[config.mk]
export PLATFORM = sky130hd
export DESIGN_NAME = groupdelay_sweep_ctrl
export DESIGN_NICKNAME = d
export VERILOG_FILES = /design/src/rtl/groupdelay_sweep_ctrl.sv
export SDC_FILE = /design/constraint.sdc
export NUM_CORES = 1
export LEC_CHECK = 0
export BUFFER_PORTS_ARGS = -buffer_cell sky130_fd_sc_hd__buf_4
export CAP_MARGIN = 20
export CORE_MARGIN = 2
export CORE_UTILIZATION = 53
export DETAILED_ROUTE_END_ITERATION = 12
export PLACE_DENSITY = 0.79
export SETUP_SLACK_MARGIN = 0.2
export SLEW_MARGIN = 10
export SYNTH_ARGS = -nofsm -noshare
export SYNTH_HDL_FRONTEND = slang
export SYNTH_SLANG_ARGS = --single-unit
export TNS_END_PERCENT = 10
[constraint.sdc]
create_clock -name clk -period 4.45 [get_ports clk]
set_clock_uncertainty 0.15 [all_clocks]
set_input_delay 0.445 -clock clk [delete_from_list [all_inputs] [get_ports clk]]
set_output_delay 0.445 -clock clk [all_outputs]
set_load 0.02 [all_outputs]
[src/rtl/groupdelay_sweep_ctrl.sv]
`default_nettype none
// ============================================================================
// Module   : groupdelay_sweep_ctrl
// Brief    : Uniform-step AC sweep sequencer. Requests one S21 phase per
//            frequency index, unwraps it on the fly and emits the per-point
//            unwrapped phase plus the group-delay numerator -diff(phase).
// Revision : 1.0  initial release
// ============================================================================
module groupdelay_sweep_ctrl #(
    parameter int NPTS  = 201,
    parameter int IDX_W = 8,
    parameter int PH_W  = 16,
    parameter int UW    = PH_W + IDX_W + 1
) (
    input  logic             clk,
    input  logic             rst,
    input  logic             start,
    input  logic             abort,
    output logic             busy,
    output logic             done,
    output logic             err_unexp,
    output logic             meas_req_valid,
    input  logic             meas_req_ready,
    output logic [IDX_W-1:0] meas_freq_idx,
    input  logic             meas_rsp_valid,
    input  logic [PH_W-1:0]  meas_phase,
    output logic             out_valid,
    input  logic             out_ready,
    output logic [IDX_W-1:0] out_idx,
    output logic [UW-1:0]    out_phase_unw,
    output logic [PH_W-1:0]  out_gd,
    output logic             out_gd_valid
);

    localparam logic [2:0] c_idle  = 3'd0;
    localparam logic [2:0] c_issue = 3'd1;
    localparam logic [2:0] c_wait  = 3'd2;
    localparam logic [2:0] c_emit  = 3'd3;
    localparam logic [2:0] c_done  = 3'd4;

    localparam logic [IDX_W-1:0] c_last_idx = IDX_W'(NPTS - 1);
    localparam logic [PH_W-1:0]  c_ph_min   = {1'b1, {(PH_W-1){1'b0}}};
    localparam logic [PH_W-1:0]  c_ph_max   = {1'b0, {(PH_W-1){1'b1}}};

    logic [2:0]       r_state;
    logic [IDX_W-1:0] r_idx;
    logic [PH_W-1:0]  r_prev;
    logic [UW-1:0]    r_acc;
    logic             r_busy;
    logic             r_done;
    logic             r_err;
    logic             r_req_valid;
    logic [IDX_W-1:0] r_req_idx;
    logic             r_out_valid;
    logic [IDX_W-1:0] r_out_idx;
    logic [PH_W-1:0]  r_out_gd;
    logic             r_out_gd_valid;

    logic [PH_W-1:0]  w_delta;
    logic [PH_W-1:0]  w_neg_delta;
    logic [UW-1:0]    w_delta_sext;
    logic [UW-1:0]    w_phase_sext;

    // Modular subtraction yields the shortest signed step, i.e. the unwrap.
    always_comb begin
        w_delta      = meas_phase - r_prev;
        w_delta_sext = {{(UW-PH_W){w_delta[PH_W-1]}}, w_delta};
        w_phase_sext = {{(UW-PH_W){meas_phase[PH_W-1]}}, meas_phase};
        w_neg_delta  = (w_delta == c_ph_min) ? c_ph_max : (~w_delta + 1'b1);
    end

    always_ff @(posedge clk) begin
        if (rst) begin
            r_state        <= c_idle;
            r_idx          <= '0;
            r_prev         <= '0;
            r_acc          <= '0;
            r_busy         <= 1'b0;
            r_done         <= 1'b0;
            r_err          <= 1'b0;
            r_req_valid    <= 1'b0;
            r_req_idx      <= '0;
            r_out_valid    <= 1'b0;
            r_out_idx      <= '0;
            r_out_gd       <= '0;
            r_out_gd_valid <= 1'b0;
        end else begin
            r_done <= 1'b0;
            if (r_state != c_idle && abort) begin
                r_state     <= c_idle;
                r_busy      <= 1'b0;
                r_req_valid <= 1'b0;
                r_out_valid <= 1'b0;
            end else begin
                case (r_state)
                    c_idle: begin
                        if (start) begin
                            r_state     <= c_issue;
                            r_idx       <= '0;
                            r_err       <= 1'b0;
                            r_busy      <= 1'b1;
                            r_req_valid <= 1'b1;
                            r_req_idx   <= '0;
                        end
                    end
                    c_issue: begin
                        if (meas_req_ready) begin
                            r_state     <= c_wait;
                            r_req_valid <= 1'b0;
                        end
                    end
                    c_wait: begin
                        if (meas_rsp_valid) begin
                            r_state     <= c_emit;
                            r_out_valid <= 1'b1;
                            r_out_idx   <= r_idx;
                            r_prev      <= meas_phase;
                            if (r_idx == '0) begin
                                r_acc          <= w_phase_sext;
                                r_out_gd       <= '0;
                                r_out_gd_valid <= 1'b0;
                            end else begin
                                r_acc          <= r_acc + w_delta_sext;
                                r_out_gd       <= w_neg_delta;
                                r_out_gd_valid <= 1'b1;
                            end
                        end
                    end
                    c_emit: begin
                        if (out_ready) begin
                            r_out_valid <= 1'b0;
                            if (r_idx == c_last_idx) begin
                                r_state <= c_done;
                                r_done  <= 1'b1;
                            end else begin
                                r_state     <= c_issue;
                                r_idx       <= r_idx + 1'b1;
                                r_req_valid <= 1'b1;
                                r_req_idx   <= r_idx + 1'b1;
                            end
                        end
                    end
                    c_done: begin
                        r_state <= c_idle;
                        r_busy  <= 1'b0;
                    end
                    default: begin
                        r_state     <= c_idle;
                        r_busy      <= 1'b0;
                        r_req_valid <= 1'b0;
                        r_out_valid <= 1'b0;
                    end
                endcase
            end
            // A response nobody asked for is dropped but flagged; this beats the start clear.
            if (meas_rsp_valid && r_state != c_wait) begin
                r_err <= 1'b1;
            end
        end
    end

    assign busy           = r_busy;
    assign done           = r_done;
    assign err_unexp      = r_err;
    assign meas_req_valid = r_req_valid;
    assign meas_freq_idx  = r_req_idx;
    assign out_valid      = r_out_valid;
    assign out_idx        = r_out_idx;
    assign out_phase_unw  = r_acc;
    assign out_gd         = r_out_gd;
    assign out_gd_valid   = r_out_gd_valid;

endmodule
`default_nettype wire

==> flow_metrics.py, run 1 <==
metrics = {
    "min_path": {
        "hold_path.class": "primary input to flop",
    },
    "power_and_ir_drop": {
        "ir_drop_uv": 260,
        "p_leak_nw": 3.11,
        "total_power_mw": 2.55,
        "internal_power_mw": 1.58,
        "power_density_nw_per_um2": 358,
        "swShare_pct": 38.1,
        "comb_power_share_pct": 41.4,
        "switchingPower_mw": 0.971,
        "p_clk_share_pct": 25.3,
        "pwr-share-seq_pct": 33.3,
    },
    "clock_network": {
        "clockBufferDepth": 2,
        "htree_levels": 3,
        "cts-root-buf": "clkbuf_8",
        "postCtsHoldBufs": 0,
        "cts_tree": "yes",
        "clk_pin_slew_ns": 0.08,
        "clock-sinks": 82,
        "cts_buffers": 9,
        "clk_latency_ns": 0.38,
    },
    "floorplanning": {
        "rows": 38,
        "start_util_pct": 54.2,
        "die_area_sq_um": 11900,
        "coreArea_sq_um": 10800,
        "num_io_pins": 86,
        "die_h_um": 109,
        "dieWidth_um": 109,
    },
    "route": {
        "drtIter0Drc": 317,
        "via_per_inst": 6.07,
        "postRouteAntennaNets": 0,
        "drt_pass1_iterations": 6,
        "drc": 0,
        "wl_per_cell_um": 16.6,
        "vias": 5994,
        "wirelength_mm": 16.4,
    },
    "synthesis": {
        "ys_seq_area_share_pct": 28.1,
        "ys_warn_count": 0,
        "synth_seq_cells": 82,
        "syn_nets": 821,
        "synth.largest_area_cell": "dfxtp_1",
        "ys_async_sr_fraction_pct": 0,
        "syn_area_sq_um": 5850,
        "synth_most_common_cell": "nand2_1",
        "avgSynthCellArea_sq_um": 7.77,
        "synth_cells": 753,
        "ys_types": 70,
        "synth-edff-count": 0,
        "ys_top_cells_by_count": "nand2_1, dfxtp_1, a21oi_1",
        "ys.flop_type": "dfxtp_1",
        "synth_top_area_share_pct": 28.1,
        "synth.area.top_cells": "dfxtp_1, ha_1, a21oi_1",
    },
    "grt": {
        "grt_pass1_wl_mm": 26.5,
        "grt_max_degree": 63,
        "antenna_found_initial": 0,
        "grt_overflow": 0,
        "grt_pass1_vias": 5744,
        "track_usage_pct": 28.0,
    },
    "setup_path": {
        "critPathRequiredTime_ns": 4.52,
        "critPathKind": "flop to flop",
        "cp_top_family": "compound AO/OA/AOI/OAI gates",
        "endpoint_kind": "flop",
        "arrival_ns": 4.24,
        "worstPathMaxFanout": 8,
        "start_kind": "flop",
        "slowest_delay_ns": 0.66,
        "crit_chain": "inv_1 -> ha_1 -> a21oi_2 -> o22ai_4 -> or4b_2 -> nand3_2 -> ha_2 -> a21oi_1 -> o21ai_0 -> a21o_1 -> a221oi_4 -> o21ai_2 -> o211a_1 -> o41ai_2 -> a31oi_1",
        "critPathBufInv": 1,
        "cp_slowest_cell": "or4b_2",
    },
    "layout": {
        "final_nets": 912,
        "antenna_cells": 0,
        "area_growth_syn_to_layout_pct": 21.9,
        "final_layout_size_suffix_gt1_share_pct": 20.3,
        "final_core_util_pct": 66.0,
        "n_fill_cell": 901,
    },
    "timing": {
        "hold_violations": 0,
        "final_max_slew_viol_count": 0,
        "rsz0062_at_grt": "true",
        "setup_viol": 0,
        "slew_headroom_pct": 35.9,
        "fmax_mhz": 240,
        "finalCritPeriodShare_pct": 93.8,
        "min_period_ns": 4.17,
        "tightest_slew_ns": 0.957,
    },
    "place": {
        "io_buffers": 85,
        "place_hpwl_mm": 11.9,
        "gp_congestion": 0.959,
    },
    "outcome": {
        "outcome": "finished, final reports clean",
    },
    "run": {
        "cap_viol_max_count": 0,
    },
}
## state kept, by name, summed over array words and instances, names as in the netlist
register        flops
busy                1
r_state             3
err_unexp           1
out_phase_unw      25
out_idx             8
out_gd             16
r_prev             16
out_valid           1
meas_freq_idx       8
done                1
out_gd_valid        1
meas_req_valid      1
## worst reg2reg max path: stages (launching register included)
cell      delay, ns
dfxtp_1        0.34
inv_1          0.05
ha_1           0.34
a21oi_2        0.23
o22ai_4        0.12
or4b_2         0.66
nand3_2        0.12
ha_2           0.31
a21oi_1        0.20
o21ai_0        0.13
a21o_1         0.22
a221oi_4       0.31
o21ai_2        0.14
o211a_1        0.23
o41ai_2        0.34
a31oi_1        0.14
## metal layers
layer | GRT usage, % | up-vias | routed length (um)
li1 | - | 2911 | -
met2 | 48.1 | 225 | 8150
met4 | 14.8 | 0 | 512
met1 | 33.5 | 2815 | 6760
met3 | 4.30 | 43 | 941
met5 | 0 | - | 0
## cell type report
type                    instances  area [sq um]  area share, %
clock buffers                  10           128           1.79
multi-input cells             602          4080           57.2
clock inverters                 5           104           1.46
repair buffers                118           886           12.4
well taps                     140           175           2.46
inverters                      31           116           1.63
flip-flops and latches         82          1640           23.0
## power by group through the flow
stage	Combinational, mW	Clock (mW)	Sequential (mW)
detailed placement	1.01	0	0.862
floorplan	0.676	0	0.874
CTS	1.01	0.659	0.845
global placement	0.975	0	0.858
finish	1.06	0.646	0.848
global route	1.15	0.689	0.856
## kinds of logic after synthesis
logic type	after synthesis	synth area share, %
multiplexers	10	1.78
flip-flops	82	28.1
XOR/XNOR	40	5.99
AO/OA/AOI/OAI	236	27.2
buffers and inverters	69	4.68
adder cells (fa/ha/maj)	45	9.88
AND/OR/NAND/NOR	271	22.4
## layout by cell type, fill, tap and decap left out, drive strengths merged, types with 13 or more instances in the layout
cell    instances
a21o           34
a21oi          81
a311oi         13
buf           118
dfxtp          82
ha             43
inv            30
nand2         102
nand3          17
nor2           55
nor3           21
o21ai          35
xnor2          19
xor2           21
## final timing paths
check	from	endpoint	slack, ns	cells past startpoint
hold / removal	meas_phase[6]	r_prev[6]$_SDFFE_PP0P_	0.18	3
setup / recovery	r_prev[6]$_SDFFE_PP0P_	out_phase_unw[22]$_SDFFE_PP0P_	0.28	15
hold reg to reg	out_gd[1]$_SDFFE_PP0P_	out_gd[1]$_SDFFE_PP0P_	0.30	2
setup reg to reg	r_prev[6]$_SDFFE_PP0P_	out_phase_unw[22]$_SDFFE_PP0P_	0.28	15
## metrics by stage
stage | instances | area, sq um | worst slack (ns) | hold WS (ns) | TNS (ns)
CTS | 987 | 7010 | 0.143 | 0.167 | 0
global placement | 972 | 6770 | 0.0690 | 0.289 | 0
detailed placement | 972 | 6770 | -0.128 | 0.293 | -0.187
finish | 988 | 7130 | 0.277 | 0.182 | 0
global route | 988 | 7130 | 0.140 | 0.186 | 0
floorplan | 753 | 5870 | 0.202 | 0.286 | 0
## timing repair
action,4_1_cts,5_1_grt
gates resized for setup,1,26
setup buffers,0,1
hold endpoints to repair,0,0
endpoints found under the setup margin,2,8
pin swaps,0,5
Note: power is estimated with default switching activity, not from simulation.
==> run 2, diff against run 1 <==
--- a/config.mk
+++ b/config.mk
@@ -5,7 +5,7 @@
 export SDC_FILE = /design/constraint.sdc
 export NUM_CORES = 1
 export LEC_CHECK = 0
-export BUFFER_PORTS_ARGS = -buffer_cell sky130_fd_sc_hd__buf_4
+export BUFFER_PORTS_ARGS = -buffer_cell sky130_fd_sc_hd__buf_2
 export CAP_MARGIN = 20
 export CORE_MARGIN = 2
 export CORE_UTILIZATION = 53
==> constraint.sdc (replaced) <==
create_clock -name clk -period 4.45 [get_ports clk]
set_clock_uncertainty 0.15 [all_clocks]
set_input_delay 0.445 -clock clk [delete_from_list [all_inputs] [get_ports clk]]
set_output_delay 0.445 -clock clk [all_outputs]
set_load 0.01 [all_outputs]
==> run 2 against run 1 <==
Clock-buffer cell count is the same; hold slack lost 0.0045 ns; first-iteration DRC count grew 27%; largest cell class unchanged; largest power group unchanged.
==> flow_metrics.py, run 2 (synthesis gave the netlist of run 1 again) <==
metrics = {
    "clock_network": {
        "cts_buffers": 9,
        "htree_levels": 3,
        "cts_tree": "yes",
        "cts-root-buf": "clkbuf_8",
        "clk_latency_ns": 0.38,
        "clock-sinks": 82,
        "clockBufferDepth": 2,
        "clk_pin_slew_ns": 0.08,
    },
    "place": {
        "place_hpwl_mm": 12.0,
        "dp_slack_ns": -0.0864,
        "io_buffers": 85,
        "gp_congestion": 0.969,
    },
    "timing": {
        "timing.final.ws_setup_ns": 0.376,
        "min_period_ns": 4.07,
        "hold_violations": 0,
        "slew_headroom_pct": 38.8,
        "finalCritPeriodShare_pct": 91.6,
        "tightest_slew_ns": 0.914,
        "rsz0062_at_grt": "true",
        "final_max_slew_viol_count": 0,
        "fmax_mhz": 245,
        "setup_viol": 0,
        "whs_ns": 0.178,
    },
    "grt": {
        "antenna_found_initial": 0,
        "grt_overflow": 0,
        "grt_pass1_vias": 5785,
        "grt_pass1_wl_mm": 26.5,
        "grt_max_degree": 63,
        "track_usage_pct": 28.1,
    },
    "route": {
        "postRouteAntennaNets": 0,
        "drtIter0Drc": 403,
        "wirelength_mm": 16.5,
        "vias": 6052,
        "wl_per_cell_um": 16.6,
        "drc": 0,
        "via_per_inst": 6.09,
        "drt_pass1_iterations": 5,
    },
    "power_and_ir_drop": {
        "ir_drop_uv": 288,
        "p_leak_nw": 3.11,
        "power_density_nw_per_um2": 351,
    },
    "layout": {
        "final_layout_size_suffix_gt1_share_pct": 20.9,
        "final_common_cell": "nand2_1",
        "final_nets": 916,
        "antenna_cells": 0,
        "final_cell_mix": "nand2_1, buf_2, dfxtp_1",
        "area_growth_syn_to_layout_pct": 18.0,
        "largest_register_ffs": 25,
    },
    "setup_path": {
        "endpoint_kind": "flop",
        "arrival_ns": 4.14,
        "start_kind": "flop",
        "worstPathMaxFanout": 4,
        "critPathKind": "flop to flop",
        "critPathRequiredTime_ns": 4.52,
    },
    "floorplanning": {
        "dieWidth_um": 109,
        "num_io_pins": 86,
        "rows": 38,
        "start_util_pct": 54.2,
        "coreArea_sq_um": 10800,
        "die_area_sq_um": 11900,
        "die_h_um": 109,
    },
    "outcome": {
        "outcome": "finished, final reports clean",
    },
    "min_path": {
        "hold_path.class": "primary input to flop",
    },
    "run": {
        "cap_viol_max_count": 0,
    },
}
-- run 2: cell types whose count changed in the layout (fill, tap and decap cells not counted), moves of 2 or more --
cell       before  now
clkinv_2        1    3
buf_2           0   85
bufinv_16       3    1
inv_6           0    2
o21ai_1         3    5
buf_4         118   37
o21ai_0        31   29
-- run 2: final cells by class --
cell class,instances,area [sq um]
repair buffers,122,703
fillers,932,3890
inverters,31,116
multi-input cells,602,4070
clock inverters,6,62.6
flip-flops and latches,82,1640
well taps,140,175
clock buffers,10,138
-- run 2: timing repair --
item                                    4_1_cts  5_1_grt
endpoints found under the setup margin        1        8
gates resized for setup                       1       27
hold buffers                                  0        0
setup buffers                                 0        4
pin swaps                                     0       11
-- run 2: where the power goes --
group / switching [mW] / internal [mW]
clock: 0.289 / 0.276
combinational: 0.609 / 0.408
sequential: 0.0627 / 0.781
-- run 2: per-stage QoR --
| step | std cells | area (sq um) | utilization (%) | TNS [ns] | total power, mW |
|---|---|---|---|---|---|
| final | 993 | 6900 | 64.0 | 0 | 2.43 |
| after global routing | 993 | 6900 | 64.0 | 0 | 2.58 |
| after CTS | 989 | 6780 | 62.8 | 0 | 2.39 |
| after detailed placement | 973 | 6570 | 60.9 | -0.115 | 1.82 |
| after global placement | 973 | 6570 | 60.9 | 0 | 1.78 |
| after floorplan | 753 | 5870 | - | 0 | 1.52 |
-- run 2: final timing paths --
check                          startpoint                             end  slack, ns  cells past startpoint
setup / recovery   r_prev[0]$_SDFFE_PP0P_  out_phase_unw[21]$_SDFFE_PP0P_       0.38                     17
hold / removal             meas_phase[10]         r_prev[10]$_SDFFE_PP0P_       0.18                      3
setup reg to reg   r_prev[0]$_SDFFE_PP0P_  out_phase_unw[21]$_SDFFE_PP0P_       0.38                     17
hold reg to reg   out_gd[15]$_SDFFE_PP0P_         out_gd[15]$_SDFFE_PP0P_       0.30                      2
-- run 2: critical path, stage by stage, from the launching register on --
cell,delay (ns)
dfxtp_1,0.34
ha_1,0.18
inv_1,0.06
fa_2,0.37
a21o_4,0.25
a211o_1,0.32
a211oi_2,0.25
ha_1,0.27
a21o_1,0.18
a21o_1,0.17
a21o_1,0.18
a311oi_1,0.25
buf_4,0.17
nor3_1,0.05
nor4_1,0.31
buf_4,0.19
xor2_1,0.15
o22ai_1,0.08
-- run 2: routing by layer --
| metal | track usage, % | share of wire [%] |
|---|---|---|
| met3 | 5.56 | 6.0 |
| met2 | 49.1 | 49 |
| met4 | 12.9 | 3.2 |
| met1 | 32.9 | 42 |
| met5 | 0 | 0 |
